`config.mk`:
```
export PLATFORM = sky130hd
export DESIGN_NAME = mem_bus_arbiter
export DESIGN_NICKNAME = d
export VERILOG_FILES = /design/src/rtl/bus_pkg.sv /design/src/rtl/bus_timeout_cnt.sv /design/src/rtl/mem_bus_arbiter.sv
export SDC_FILE = /design/constraint.sdc
export NUM_CORES = 1
export LEC_CHECK = 0
export ABC_CLOCK_PERIOD_IN_PS = 1800
export CORE_AREA = 3 3 107 109
export DETAILED_ROUTE_END_ITERATION = 10
export DIE_AREA = 0 0 110 112
export PLACE_DENSITY = 0.74
export SETUP_SLACK_MARGIN = 0.5
export SLEW_MARGIN = 30
export SYNTH_ARGS = -nofsm -noshare
export SYNTH_HDL_FRONTEND = slang
export SYNTH_SLANG_ARGS = --single-unit
```
`constraint.sdc`:
```
create_clock -name clk -period 1.8 [get_ports clk]
set_input_delay 0.27 -clock clk [delete_from_list [all_inputs] [get_ports clk]]
set_output_delay 0.27 -clock clk [all_outputs]
set_load 0.005 [all_outputs]
```
`src/rtl/bus_pkg.sv`:
```
`default_nettype none
// ============================================================================
// Module      : bus_pkg
// Description : Shared types and constants for the memory bus arbiter.
//               Contents: owner_e (fetch or data port), arb_state_e
//               (arbiter state names), S_TYPE_W (access size/sign code width)
//               and S_TYPE_WORD (code for a word access).
// Revision    : 1.0 - initial release
// ============================================================================
package bus_pkg;

   typedef enum logic {
      OWN_I = 1'b0,
      OWN_D = 1'b1
   } owner_e;

   typedef enum logic [1:0] {
      IDLE   = 2'd0,
      WAIT_I = 2'd1,
      WAIT_D = 2'd2
   } arb_state_e;

   localparam int                    S_TYPE_W    = 3;
   localparam logic [S_TYPE_W-1:0]   S_TYPE_WORD = 3'b010;

endpackage
`default_nettype wire

```
`src/rtl/bus_timeout_cnt.sv`:
```
`default_nettype none
// ============================================================================
// Module      : bus_timeout_cnt
// Description : Saturating 8-bit wait-cycle counter with a terminal-count
//               flag used to bound how long a transaction may wait.
// Ports       : clk    - system clock
//               reset  - asynchronous active-high reset
//               clear  - restart counting from zero (new transaction)
//               enable - count this cycle (waiting, no response seen)
//               tc     - current wait cycle is the last one allowed
// Revision    : 1.0 - initial release
// ============================================================================
module bus_timeout_cnt #(
   parameter int TIMEOUT_CYC = 16
) (
   input  logic clk,
   input  logic reset,
   input  logic clear,
   input  logic enable,
   output logic tc
);

   // The counter holds the number of wait cycles already completed, so the
   // current cycle is the TIMEOUT_CYC-th one when it equals TIMEOUT_CYC-1.
   localparam logic [7:0] c_TC_VAL  = 8'(TIMEOUT_CYC - 1);
   localparam logic [7:0] c_CNT_MAX = 8'hFF;

   logic [7:0] r_cnt;

   always_ff @(posedge clk or posedge reset) begin
      if (reset) begin
         r_cnt <= '0;
      end else if (clear) begin
         r_cnt <= '0;
      end else if (enable && (r_cnt != c_CNT_MAX)) begin
         r_cnt <= r_cnt + 8'd1;
      end
   end

   assign tc = (r_cnt == c_TC_VAL);

endmodule
`default_nettype wire

```
`src/rtl/mem_bus_arbiter.sv`:
```
`default_nettype none
// ============================================================================
// Module      : mem_bus_arbiter
// Description : Shares one memory port between the instruction-fetch port
//               and the load/store data port. One transaction outstanding,
//               round-robin on conflicts, per-transaction timeout.
// Ports       : clk, reset                         - clock, async reset
//               if_req/if_addr -> if_gnt/if_rvalid/if_rdata/if_err
//                                                  - fetch port
//               d_req/d_we/d_s_type/d_addr/d_wdata
//                  -> d_gnt/d_rvalid/d_rdata/d_err - data port
//               m_req/m_we/m_s_type/m_addr/m_wdata <- m_gnt/m_rvalid/m_rdata
//                                                  - memory port
//               stall                              - core hold request
// Revision    : 1.0 - initial release
// ============================================================================
module mem_bus_arbiter
   import bus_pkg::*;
#(
   parameter int TIMEOUT_CYC = 16
) (
   input  logic                clk,
   input  logic                reset,
   // fetch port
   input  logic                if_req,
   input  logic [31:0]         if_addr,
   output logic                if_gnt,
   output logic                if_rvalid,
   output logic [31:0]         if_rdata,
   output logic                if_err,
   // data port
   input  logic                d_req,
   input  logic                d_we,
   input  logic [S_TYPE_W-1:0] d_s_type,
   input  logic [31:0]         d_addr,
   input  logic [31:0]         d_wdata,
   output logic                d_gnt,
   output logic                d_rvalid,
   output logic [31:0]         d_rdata,
   output logic                d_err,
   // memory port
   output logic                m_req,
   output logic                m_we,
   output logic [S_TYPE_W-1:0] m_s_type,
   output logic [31:0]         m_addr,
   output logic [31:0]         m_wdata,
   input  logic                m_gnt,
   input  logic                m_rvalid,
   input  logic [31:0]         m_rdata,
   // core hold
   output logic                stall
);

   localparam logic [1:0] c_ST_IDLE   = IDLE;
   localparam logic [1:0] c_ST_WAIT_I = WAIT_I;
   localparam logic [1:0] c_ST_WAIT_D = WAIT_D;

   logic [1:0] r_state;
   owner_e     r_last_owner;

   logic w_idle;
   logic w_wait_i;
   logic w_wait_d;
   logic w_busy;
   logic w_sel_i;
   logic w_sel_d;
   logic w_accept;
   logic w_tc;
   logic w_done;

   // Forwarding is suppressed while reset is held so every output is quiet
   // even if the core keeps its request lines up during reset.
   assign w_idle   = (r_state == c_ST_IDLE) && !reset;
   assign w_wait_i = (r_state == c_ST_WAIT_I);
   assign w_wait_d = (r_state == c_ST_WAIT_D);
   assign w_busy   = w_wait_i | w_wait_d;

   // Data wins alone, or on a conflict when fetch owned the previous
   // transaction; everything else that requests goes to fetch.
   assign w_sel_d  = w_idle & d_req & (~if_req | (r_last_owner == OWN_I));
   assign w_sel_i  = w_idle & if_req & ~w_sel_d;
   assign w_accept = m_req & m_gnt;

   // A real response takes priority over a timeout landing in the same cycle.
   assign w_done   = w_busy & (m_rvalid | w_tc);

   bus_timeout_cnt #(
      .TIMEOUT_CYC (TIMEOUT_CYC)
   ) u_timeout (
      .clk    (clk),
      .reset  (reset),
      .clear  (w_accept),
      .enable (w_busy & ~m_rvalid),
      .tc     (w_tc)
   );

   always_ff @(posedge clk or posedge reset) begin
      if (reset) begin
         r_state      <= c_ST_IDLE;
         r_last_owner <= OWN_D;
      end else begin
         case (r_state)
            c_ST_IDLE: begin
               if (w_accept) begin
                  r_state      <= w_sel_d ? c_ST_WAIT_D : c_ST_WAIT_I;
                  r_last_owner <= w_sel_d ? OWN_D : OWN_I;
               end
            end
            c_ST_WAIT_I, c_ST_WAIT_D: begin
               if (w_done) begin
                  r_state <= c_ST_IDLE;
               end
            end
            default: r_state <= c_ST_IDLE;
         endcase
      end
   end

   // Request routing to memory (only ever non-zero in IDLE).
   assign m_req = w_sel_i | w_sel_d;

   always_comb begin
      m_we     = 1'b0;
      m_s_type = '0;
      m_addr   = '0;
      m_wdata  = '0;
      if (w_sel_d) begin
         m_we     = d_we;
         m_s_type = d_s_type;
         m_addr   = d_addr;
         m_wdata  = d_wdata;
      end else if (w_sel_i) begin
         m_s_type = S_TYPE_WORD;
         m_addr   = if_addr;
      end
   end

   assign if_gnt = w_sel_i & m_gnt;
   assign d_gnt  = w_sel_d & m_gnt;

   // Responses only exist in a WAIT state; m_rvalid seen in IDLE is dropped.
   assign if_rvalid = w_wait_i & w_done;
   assign if_err    = w_wait_i & ~m_rvalid & w_tc;
   assign if_rdata  = (w_wait_i & m_rvalid) ? m_rdata : 32'h0;

   assign d_rvalid  = w_wait_d & w_done;
   assign d_err     = w_wait_d & ~m_rvalid & w_tc;
   assign d_rdata   = (w_wait_d & m_rvalid) ? m_rdata : 32'h0;

   assign stall = ~reset & ((if_req & ~if_gnt) | (d_req & ~d_gnt) | (w_busy & ~w_done));

endmodule
`default_nettype wire

```
==> results.py, run 1 <==
metrics = {
    "worst_setup_path": {
        "required_ps": 1530,
        "critPathKind": "flop to output pin",
        "worst-endpoint-arrival_ps": 1890,
        "worstPathMaxFanout": 10,
        "critPathLaunchType": "flop",
        "sort_of_element_at_the_end_of_the_critical_path": "output pin",
        "regToRegSetupSlack_ps": -290,
    },
    "global_route": {
        "grt_pass1_vias": 3378,
        "global_route.overflow_total": 0,
        "grt_first_pass_wirelength_um": 18600,
        "grt_antenna_before_repair": 0,
        "global_route.usage.total": 0.191,
        "grt_start_max_net_pins": 34,
    },
    "sta": {
        "final_hold_viol_count": 0,
        "timing_worst_slew_pin_value_ps": 439,
        "rsz0062_at_grt": "yes",
        "setup_total_negative_slack_ps": -27070,
        "period_needed_ps": 2160,
        "setup_viol_count_final": 130,
        "timing_max_transition_violations_final": 0,
        "timing.max_slew.rel_slack": 0.707,
        "post-route-worst-setup-slack_ps": -363,
        "fin_hold_ws_ps": 550,
        "finalCritPeriodShare": 1.20,
        "achievable-frequency_ghz": 0.462,
        "final.setup_skew_ps": 0.440,
    },
    "placed_design": {
        "post-place-ws_ps": -568,
        "placed_cell_area_mm2": 0.00494,
        "io_buffer_count": 277,
        "place.detailed.hpwl_um": 8990,
        "place.gp.congestion": 0.825,
    },
    "pwr": {
        "p_switching_mw": 1.66,
        "relative_contribution_of_sequential_cells_to_total_power": 0.075,
        "power_leakage_nw": 2.89,
        "fraction_of_power_spent_switching_nets": 0.352,
        "internal_power_mw": 3.06,
        "vdd_ir_drop_max_mv": 0.541,
        "pd_cells_mw_per_mm2": 802,
        "clock_power_share": 0.052,
        "combinational_share_of_power": 0.872,
    },
    "route": {
        "wl_um": 13400,
        "detail_route.drc_violations": 0,
        "via_total_after_detailed_routing": 3314,
        "wire_per_inst_um": 18.2,
        "first_iter_violations": 195,
        "drt_pass1_iterations": 4,
        "drtAntennaViolNets": 0,
        "avgViaCountPerCell": 4.52,
    },
    "yosys": {
        "yosys_most_used_dff": "dfrtp_1",
        "synth_seq_cells": 11,
        "yosysWarningCount": 0,
        "syn-num-nets": 378,
        "synthTopCellsByArea": "and3_1, a22o_1, dfrtp_1",
        "synth-seq-area-share": 0.159,
        "yosys.cell_types.count": 34,
        "synth-edff-count": 0,
        "yosys.area.top_type": "and3_1",
        "fraction_of_synthesis_flops_using_an_asynchronous_set_or_reset_pin": 1.00,
        "number_of_instances_in_the_synthesized_netlist": 236,
        "syn_area_per_cell_um2": 7.36,
        "synth_largest_type_area_fraction": 0.241,
        "netlist_area_mm2": 0.00174,
    },
    "cells_and_area": {
        "syn_to_final_growth_pct": 239,
        "layout-drive-gt1-share": 0.562,
        "final_net_count": 736,
        "n_antenna_cell": 0,
        "final_cell_area_mm2": 0.00589,
    },
    "clock_tree": {
        "post_cts_hold_buffer_count": 0,
        "cts_tree": "done",
        "cts_max_level": 1,
        "root_buffer": "clkbuf_8",
        "cts_clock_pin_slew_for_the_worst_setup_and_hold_paths_ps": 50,
        "clk_path_buf_depth": 2,
        "tritoncts_num_sinks": 11,
        "clock_insertion_delay_worst_skew_ps": 240,
        "numCtsBuffers": 3,
    },
    "floorplanning": {
        "die_w_um": 110,
        "die_area_mm2": 0.0123,
        "fp-row-count": 38,
        "design.portCount": 278,
        "floorplan.core_area_mm2": 0.0107,
        "floorplan.initialDensity": 0.162,
        "die_h_um": 112,
    },
    "status": {
        "failed_checks": "negative setup slack",
        "status": "complete, but fails checks",
    },
    "job": {
        "drv_cap": 0,
    },
    "hold_path": {
        "hold_path.class": "flop to flop",
    },
}
timing repair:
item,4_1_cts,5_1_grt
gates cloned,11,2
buffers inserted,38,14
endpoints found under the setup margin,151,151
pin swaps,22,17
gates resized for setup,543,146
flip-flops by register name, summed over array words and instances (netlist names):
name / flops
r_last_owner: 1
u_timeout.r_cnt: 8
r_state: 2
worst max-delay path: stages (launching register included):
cell and delay (ps):
dfrtp_1 380, inv_2 80, ha_4 140, nor2b_4 150, and3_4 240, buf_4 170, buf_16 140, and2_1 130
clkdlybuf4s15_2 210
stage by stage:
step                 util  std cells  power, mW
global route        0.551        733       5.02
global placement    0.462        664       2.98
detailed placement  0.462        664       3.02
CTS                 0.516        717       4.24
finish              0.551        733       4.73
floorplan               -        236       1.44
synth_stat cells (2+ instances only):
| master | count |
|---|---|
| nor2_1 | 10 |
| nand2_1 | 6 |
| clkbuf_1 | 19 |
| nor3_1 | 3 |
| ha_1 | 4 |
| nand4_1 | 2 |
| dfrtp_1 | 10 |
| o21ai_0 | 3 |
| nor2b_1 | 2 |
| or3_1 | 2 |
| and3_1 | 67 |
| xor2_1 | 5 |
| buf_2 | 3 |
| a22o_1 | 33 |
| and2_1 | 37 |
| a21oi_1 | 4 |
| inv_1 | 5 |
| nand3_1 | 3 |
| buf_6 | 2 |
| o211ai_1 | 2 |
per-layer routing:
layer | vias up | share of wire | routed length, µm | global-route usage
met1 | 1566 | 0.40 | 5370 | 0.240
met3 | 16 | 0.088 | 1170 | 0.0423
met4 | 0 | 0.017 | 221 | 0.0474
li1 | 1579 | - | - | -
met5 | - | 0 | 0 | 0
met2 | 153 | 0.49 | 6590 | 0.327
power by group through the flow:
stage	Sequential [mW]	Clock [mW]	Combinational, mW
5_1_grt	0.364	0.271	4.38
2_1_floorplan	0.364	0	1.08
3_5_place_dp	0.359	0	2.66
6_report	0.356	0.248	4.12
4_1_cts	0.355	0.255	3.63
3_3_place_gp	0.357	0	2.62
cells by family (layout without fill, tap and decap cells):
kind of cell | count (synthesis) | after routing | share of synthesized area
muxes | 2 | 2 | 0.0144
AOI/OAI and AO/OA | 45 | 45 | 0.210
DFF | 11 | 11 | 0.159
adders and majority gates | 5 | 5 | 0.0346
and+or+nand+nor | 138 | 138 | 0.480
buffers and inverters | 30 | 387 | 0.0763
xor gates and xnor gates | 5 | 5 | 0.0252
layout make-up:
cell class,count,area (µm²)
timing repair buffer,378,3600
inverter,5,18.8
fill,947,4800
clock buffer,4,45.0
tap,140,175
multi-input combinational,195,1780
sequential,11,277
layout by cell type, fill, tap and decap left out, types with 2 or more instances in the layout:
cell type / synthesis / routed
clkdlybuf4s50_1: 0 / 135
buf_6: 2 / 77
buf_2: 3 / 59
buf_4: 0 / 47
and3_4: 0 / 38
a22o_1: 33 / 33
and3_1: 67 / 29
and2_1: 37 / 25
clkbuf_2: 1 / 24
clkdlybuf4s15_2: 0 / 15
and2_4: 0 / 12
dfrtp_1: 10 / 10
nor2_4: 1 / 8
buf_12: 0 / 8
buf_16: 0 / 6
xor2_1: 5 / 4
nand2_1: 6 / 4
nor2_2: 1 / 3
inv_2: 0 / 3
a21oi_2: 0 / 3
ha_4: 0 / 3
clkbuf_8: 0 / 3
dlygate4sd2_1: 0 / 3
nor3_4: 0 / 2
nand4_1: 2 / 2
nor2b_4: 0 / 2
o211ai_1: 2 / 2
inv_1: 5 / 2
o21ai_0: 3 / 2
or3_1: 2 / 2
clkbuf_16: 0 / 2
final timing paths:
| kind | start | end | depth (start not counted) |
|---|---|---|---|
| max in group asynchronous | reset | r_last_owner | 3 |
| worst max-delay path | r_state[0] | m_we | 8 |
| min in group asynchronous | reset | r_state[0] | 3 |
| worst max register to register | r_state[0] | r_state[1] | 10 |
| worst min-delay path | r_last_owner | r_last_owner | 1 |
| worst min register to register | r_last_owner | r_last_owner | 1 |
Note: power is estimated with default switching activity, not from simulation.
==> run 2, diff against run 1 <==
--- a/config.mk
+++ b/config.mk
@@ -9,6 +9,7 @@
 export CORE_AREA = 3 3 107 109
 export DETAILED_ROUTE_END_ITERATION = 10
 export DIE_AREA = 0 0 110 112
+export MAX_ROUTING_LAYER = met4
 export PLACE_DENSITY = 0.74
 export SETUP_SLACK_MARGIN = 0.5
 export SLEW_MARGIN = 30
==> results.py, run 2 (synthesized netlist as in run 1, its figures left out) <==
metrics = {
    "status": {
        "status": "complete, but fails checks",
        "failed_checks": "negative setup slack",
    },
    "hold_path": {
        "hold_path.class": "flop to flop",
        "hold_path.startpoint": "r_last_owner",
        "hold_depth": 1,
    },
    "pwr": {
        "internal_power_mw": 3.19,
        "fraction_of_power_spent_switching_nets": 0.350,
        "pd_cells_mw_per_mm2": 807,
        "relative_contribution_of_sequential_cells_to_total_power": 0.073,
        "power_leakage_nw": 2.96,
        "vdd_ir_drop_max_mv": 0.542,
        "p_switching_mw": 1.72,
        "combinational_share_of_power": 0.877,
        "totalPowerFinal_mw": 4.90,
        "clock_power_share": 0.051,
    },
    "worst_setup_path": {
        "critical-path-slowest-cell": "dfrtp_1",
        "critPathLaunchType": "flop",
        "delay_of_the_slowest_cell_on_the_worst_path_ps": 380,
        "cp_cell_sequence": "inv_2 -> ha_4 -> nor2b_4 -> and3_4 -> buf_4 -> buf_16 -> and2_1 -> clkdlybuf4s15_2",
        "cp_top_family": "buffers and inverters",
        "worst-path-stages": 8,
        "r2r.worst_path.cells": 10,
        "worstPathMaxFanout": 10,
        "worst-path-buf-inv": 4,
        "required_ps": 1530,
        "critPathKind": "flop to output pin",
        "sort_of_element_at_the_end_of_the_critical_path": "output pin",
        "worst-endpoint-arrival_ps": 1900,
        "setup.worst_path.start": "r_state[0]",
        "worst_r2r_startpoint": "r_state[0]",
    },
    "cells_and_area": {
        "n_antenna_cell": 0,
        "syn_to_final_growth_pct": 250,
        "regMostFlops": "u_timeout.r_cnt",
        "layout-drive-gt1-share": 0.583,
        "largest_regs": "u_timeout.r_cnt x8, r_state x2, r_last_owner x1",
        "most-common-layout-cells": "clkdlybuf4s50_1, buf_6, buf_2",
        "final_net_count": 742,
        "final_common_cell": "clkdlybuf4s50_1",
        "largest_register_ffs": 8,
    },
    "global_route": {
        "global_route.usage.total": 0.197,
        "grt_use_met2": 0.328,
        "grt_start_max_net_pins": 34,
        "grt_antenna_before_repair": 0,
        "most_congested_layer_reported_by_global_routing": "met2",
        "grt_first_pass_wirelength_um": 18600,
        "grt_util_met3": 0.0319,
        "gr_met1_demand_resource": 0.247,
        "global_route.overflow_total": 0,
        "grt_pass1_vias": 3377,
    },
    "sta": {
        "finalCritPeriodShare": 1.21,
        "final.setup_skew_ps": 1.97,
        "fin_hold_ws_ps": 553,
        "post-route-worst-setup-slack_ps": -371,
        "timing_worst_slew_pin_value_ps": 453,
        "setup_total_negative_slack_ps": -28080,
        "timing.max_slew.rel_slack": 0.697,
        "final_hold_viol_count": 0,
        "timing_max_transition_violations_final": 0,
        "rsz0062_at_grt": "yes",
        "period_needed_ps": 2170,
        "setup_viol_count_final": 130,
        "achievable-frequency_ghz": 0.461,
    },
    "clock_tree": {
        "numCtsBuffers": 3,
        "clk_path_buf_depth": 2,
        "clock_insertion_delay_worst_skew_ps": 240,
        "cts_clock_pin_slew_for_the_worst_setup_and_hold_paths_ps": 50,
        "tritoncts_num_sinks": 11,
        "post_cts_hold_buffer_count": 0,
        "cts_tree": "done",
        "cts_max_level": 1,
        "root_buffer": "clkbuf_8",
    },
    "route": {
        "drtAntennaViolNets": 0,
        "avgViaCountPerCell": 4.58,
        "detail_route.drc_violations": 0,
        "via_total_after_detailed_routing": 3386,
        "wl_um": 13700,
        "wire_per_inst_um": 18.6,
        "first_iter_violations": 213,
        "drt_pass1_iterations": 4,
    },
    "floorplanning": {
        "die_area_mm2": 0.0123,
        "floorplan.core_area_mm2": 0.0107,
        "fp-row-count": 38,
        "die_h_um": 112,
        "design.portCount": 278,
        "floorplan.initialDensity": 0.162,
        "die_w_um": 110,
    },
    "job": {
        "drv_cap": 0,
    },
    "placed_design": {
        "place.detailed.hpwl_um": 8990,
        "post-place-ws_ps": -568,
        "io_buffer_count": 277,
        "place.gp.congestion": 0.838,
    },
}
-- run 2: through the flow --
step | cell area [µm²] | utilization | std cells
finish | 6080 | 0.568 | 739
CTS | 5520 | 0.516 | 717
global route | 6080 | 0.568 | 739
detailed placement | 4940 | 0.462 | 664
global placement | 4940 | 0.462 | 664
floorplan | 1820 | - | 236
-- run 2: power by group through the flow --
stage                     sequential, mW  clock (mW)  combinational (mW)
after floorplan                    0.364           0                1.08
after global placement             0.357           0                2.62
after detailed placement           0.359           0                2.66
after CTS                          0.355       0.255                3.63
after global routing               0.364       0.271                4.56
final                              0.357       0.248                4.30
-- run 2: worst paths after layout --
check,endpoint,slack [ps]
setup / recovery,m_we,-370
hold / removal,r_last_owner,550
setup reg to reg,r_state[1],-290
hold reg to reg,r_last_owner,550
max in group asynchronous,r_last_owner,860
min in group asynchronous,u_timeout.r_cnt[1],600
-- run 2: routing by layer --
layer	part of all wire	wire length [µm]
met1	0.41	5620
met2	0.49	6700
met3	0.081	1110
met4	0.022	299
met5	0	0
-- run 2: what timing repair did --
action / CTS / global route
cloned: 11 / 5
pin swaps: 22 / 37
gates resized for setup: 543 / 179
setup endpoints to repair: 151 / 151
buffers inserted: 38 / 17
-- run 2: cell type report --
type	count	area, µm²
flip-flops and latches	11	277
well taps	140	175
multi-input cells	195	1800
fillers	918	4620
inverters	5	18.8
repair buffers	384	3760
clock buffers	4	45.0
-- run 2: worst reg2reg max path: cells and delay by family (launching register included) --
family | cells | cell delay [ps]
muxes | 1 | 300
buffers and inverters | 5 | 490
and+or+nand+nor | 2 | 420
adders and majority gates | 1 | 140
DFF | 1 | 380
AOI/OAI and AO/OA | 1 | 250
==> run 3, diff against run 2 <==
--- a/config.mk
+++ b/config.mk
@@ -6,11 +6,11 @@
 export NUM_CORES = 1
 export LEC_CHECK = 0
 export ABC_CLOCK_PERIOD_IN_PS = 1800
-export CORE_AREA = 3 3 107 109
+export CORE_AREA = 2 2 109 111
 export DETAILED_ROUTE_END_ITERATION = 10
-export DIE_AREA = 0 0 110 112
+export DIE_AREA = 0 0 111 113
 export MAX_ROUTING_LAYER = met4
-export PLACE_DENSITY = 0.74
+export PLACE_DENSITY = 0.71
 export SETUP_SLACK_MARGIN = 0.5
 export SLEW_MARGIN = 30
 export SYNTH_ARGS = -nofsm -noshare
==> results.py, run 3 (synthesized netlist as in run 1, its figures left out) <==
metrics = {
    "cells_and_area": {
        "layout.cells.non_filler": 759,
        "largest_register_ffs": 8,
        "largest_regs": "u_timeout.r_cnt x8, r_state x2, r_last_owner x1",
        "syn_to_final_growth_pct": 274,
        "regMostFlops": "u_timeout.r_cnt",
        "most-common-layout-cells": "buf_6, clkdlybuf4s50_1, and3_4",
        "layout-drive-gt1-share": 0.636,
        "count_of_fill_cells_added_during_filler_insertion": 951,
        "final_cell_area_mm2": 0.00649,
        "final_common_cell": "buf_6",
        "final_net_count": 759,
        "n_antenna_cell": 0,
    },
    "worst_setup_path": {
        "worstPathMaxFanout": 5,
        "cp_top_family": "buffers and inverters",
        "worst-path-buf-inv": 7,
        "required_ps": 1530,
        "critical-path-top-cell-by-count": "buf_6",
        "rr_endpoint": "r_state[1]",
        "critPathLaunchType": "flop",
        "critPathKind": "flop to output pin",
        "critical-path-slowest-cell": "dfrtp_1",
        "regToRegSetupSlack_ps": -180,
        "r2r.worst_path.cells": 9,
        "worst-endpoint-arrival_ps": 1980,
        "setup.worst_path.end": "m_wdata[26]",
        "delay_of_the_slowest_cell_on_the_worst_path_ps": 380,
        "sort_of_element_at_the_end_of_the_critical_path": "output pin",
        "worst-path-stages": 11,
        "cp_cell_sequence": "inv_2 -> ha_4 -> nor2b_4 -> and3_4 -> buf_6 -> buf_12 -> buf_8 -> buf_16 -> buf_6 -> and2_4 -> buf_6",
        "setup.worst_path.start": "r_state[0]",
        "worst_r2r_startpoint": "r_state[0]",
    },
    "sta": {
        "final_hold_viol_count": 0,
        "final.setup_skew_ps": 0.508,
        "timing.max_slew.rel_slack": 0.702,
        "post-route-worst-setup-slack_ps": -450,
        "achievable-frequency_ghz": 0.444,
        "setup_total_negative_slack_ps": -36060,
        "setup_viol_count_final": 138,
        "rsz0062_at_grt": "yes",
        "fin_hold_ws_ps": 541,
        "timing_worst_slew_pin_value_ps": 447,
        "finalCritPeriodShare": 1.25,
        "timing_max_transition_violations_final": 0,
        "period_needed_ps": 2250,
    },
    "route": {
        "drt_pass1_iterations": 4,
        "wl_um": 14000,
        "top_layer": "met4",
        "drt-met1-wl_um": 5290,
        "avgViaCountPerCell": 4.51,
        "first_iter_violations": 159,
        "dr_wl_met2_um": 7410,
        "detail_route.drc_violations": 0,
        "wire_per_inst_um": 18.4,
        "drtAntennaViolNets": 0,
        "via_total_after_detailed_routing": 3424,
        "dr_wl_met3_um": 990,
    },
    "clock_tree": {
        "root_buffer": "clkbuf_16",
        "cts_max_level": 1,
        "cts_clock_pin_slew_for_the_worst_setup_and_hold_paths_ps": 40,
        "clock_insertion_delay_worst_skew_ps": 240,
        "cts_tree": "done",
        "tritoncts_num_sinks": 11,
        "numCtsBuffers": 3,
        "clk_path_buf_depth": 2,
    },
    "status": {
        "failed_checks": "negative setup slack",
        "status": "complete, but fails checks",
    },
    "global_route": {
        "grt_start_max_net_pins": 67,
        "grt_pass1_vias": 3552,
        "global_route.overflow_total": 0,
        "grt_first_pass_wirelength_um": 19200,
        "global_route.usage.total": 0.195,
        "grt_antenna_before_repair": 0,
    },
    "floorplanning": {
        "die_area_mm2": 0.0125,
        "floorplan.initialDensity": 0.154,
        "floorplan.core_area_mm2": 0.0113,
        "design.portCount": 278,
        "die_h_um": 113,
        "fp-row-count": 39,
        "die_w_um": 111,
    },
    "hold_path": {
        "hold_path.class": "flop to flop",
    },
    "pwr": {
        "vdd_ir_drop_max_mv": 0.457,
        "power_leakage_nw": 3.07,
        "pd_cells_mw_per_mm2": 828,
    },
    "placed_design": {
        "placed_cell_area_mm2": 0.00494,
        "place.detailed.hpwl_um": 8520,
        "dpl.cell_count": 666,
        "place.gp.congestion": 0.826,
        "post-place-ws_ps": -578,
        "io_buffer_count": 277,
    },
    "job": {
        "drv_cap": 0,
    },
}
-- run 3: cell types whose count changed in the layout (fill, tap and decap cells not counted), moves of 10 or more --
cell	previous run	this run
buf_6	92	155
and3_1	29	6
and3_4	38	61
clkbuf_2	21	7
clkdlybuf4s15_2	13	0
buf_2	53	43
-- run 3: what timing repair did --
item / 4_1_cts / 5_1_grt
buffers inserted: 58 / 21
endpoints found under the setup margin: 151 / 151
pin swaps: 26 / 42
hold buffers: 0 / 0
resized for setup: 671 / 170
gates cloned: 9 / 1
-- run 3: routing by layer --
| metal | vias up | GRT usage |
|---|---|---|
| met5 | - | - |
| met1 | 1609 | 0.224 |
| li1 | 1626 | - |
| met4 | 0 | 0.0417 |
| met2 | 162 | 0.347 |
| met3 | 27 | 0.0471 |
-- run 3: report_power, final --
part	total, mW	internal (mW)	leakage (nW)	switching [mW]
registers	0.354	0.318	0.146	0.0361
clock network	0.410	0.298	0.0382	0.113
logic	4.61	2.99	2.88	1.62
total	5.37	3.61	3.07	1.77
-- run 3: final cells by class --
cell class / instances / area [µm²] / area share
clock buffers: 4 / 78.8 / 0.0121
inverters: 5 / 21.3 / 0.00328
multi-input cells: 195 / 1860 / 0.286
flip-flops and latches: 11 / 277 / 0.0426
well taps: 143 / 179 / 0.0276
repair buffers: 401 / 4080 / 0.628
-- run 3: stage by stage --
step                 util  power, mW
finish              0.576       5.37
global route        0.576       5.67
CTS                 0.515       4.68
detailed placement  0.438       3.03
global placement    0.438       2.98
floorplan               -       1.44
-- run 3: worst min-delay path by stage --
| stage | slack, ps | from | end | cells after the start |
|---|---|---|---|---|
| after global routing | 550 | r_last_owner | r_last_owner | 1 |
| after floorplan | 120 | reset | r_state[0] | 1 |
| after detailed placement | 540 | r_last_owner | r_last_owner | 1 |
| after CTS | 540 | r_last_owner | r_last_owner | 1 |
| after global placement | 530 | r_last_owner | r_last_owner | 1 |
| final | 540 | r_last_owner | r_last_owner | 1 |
-- run 3: worst reg2reg max path, stage by stage, from the launching register on --
cell and delay, ps:
dfrtp_1 380, inv_2 80, ha_4 140, buf_4 100, buf_6 90, nand2_4 50
or3_4 360, buf_6 130, a22o_1 220, mux2_4 300
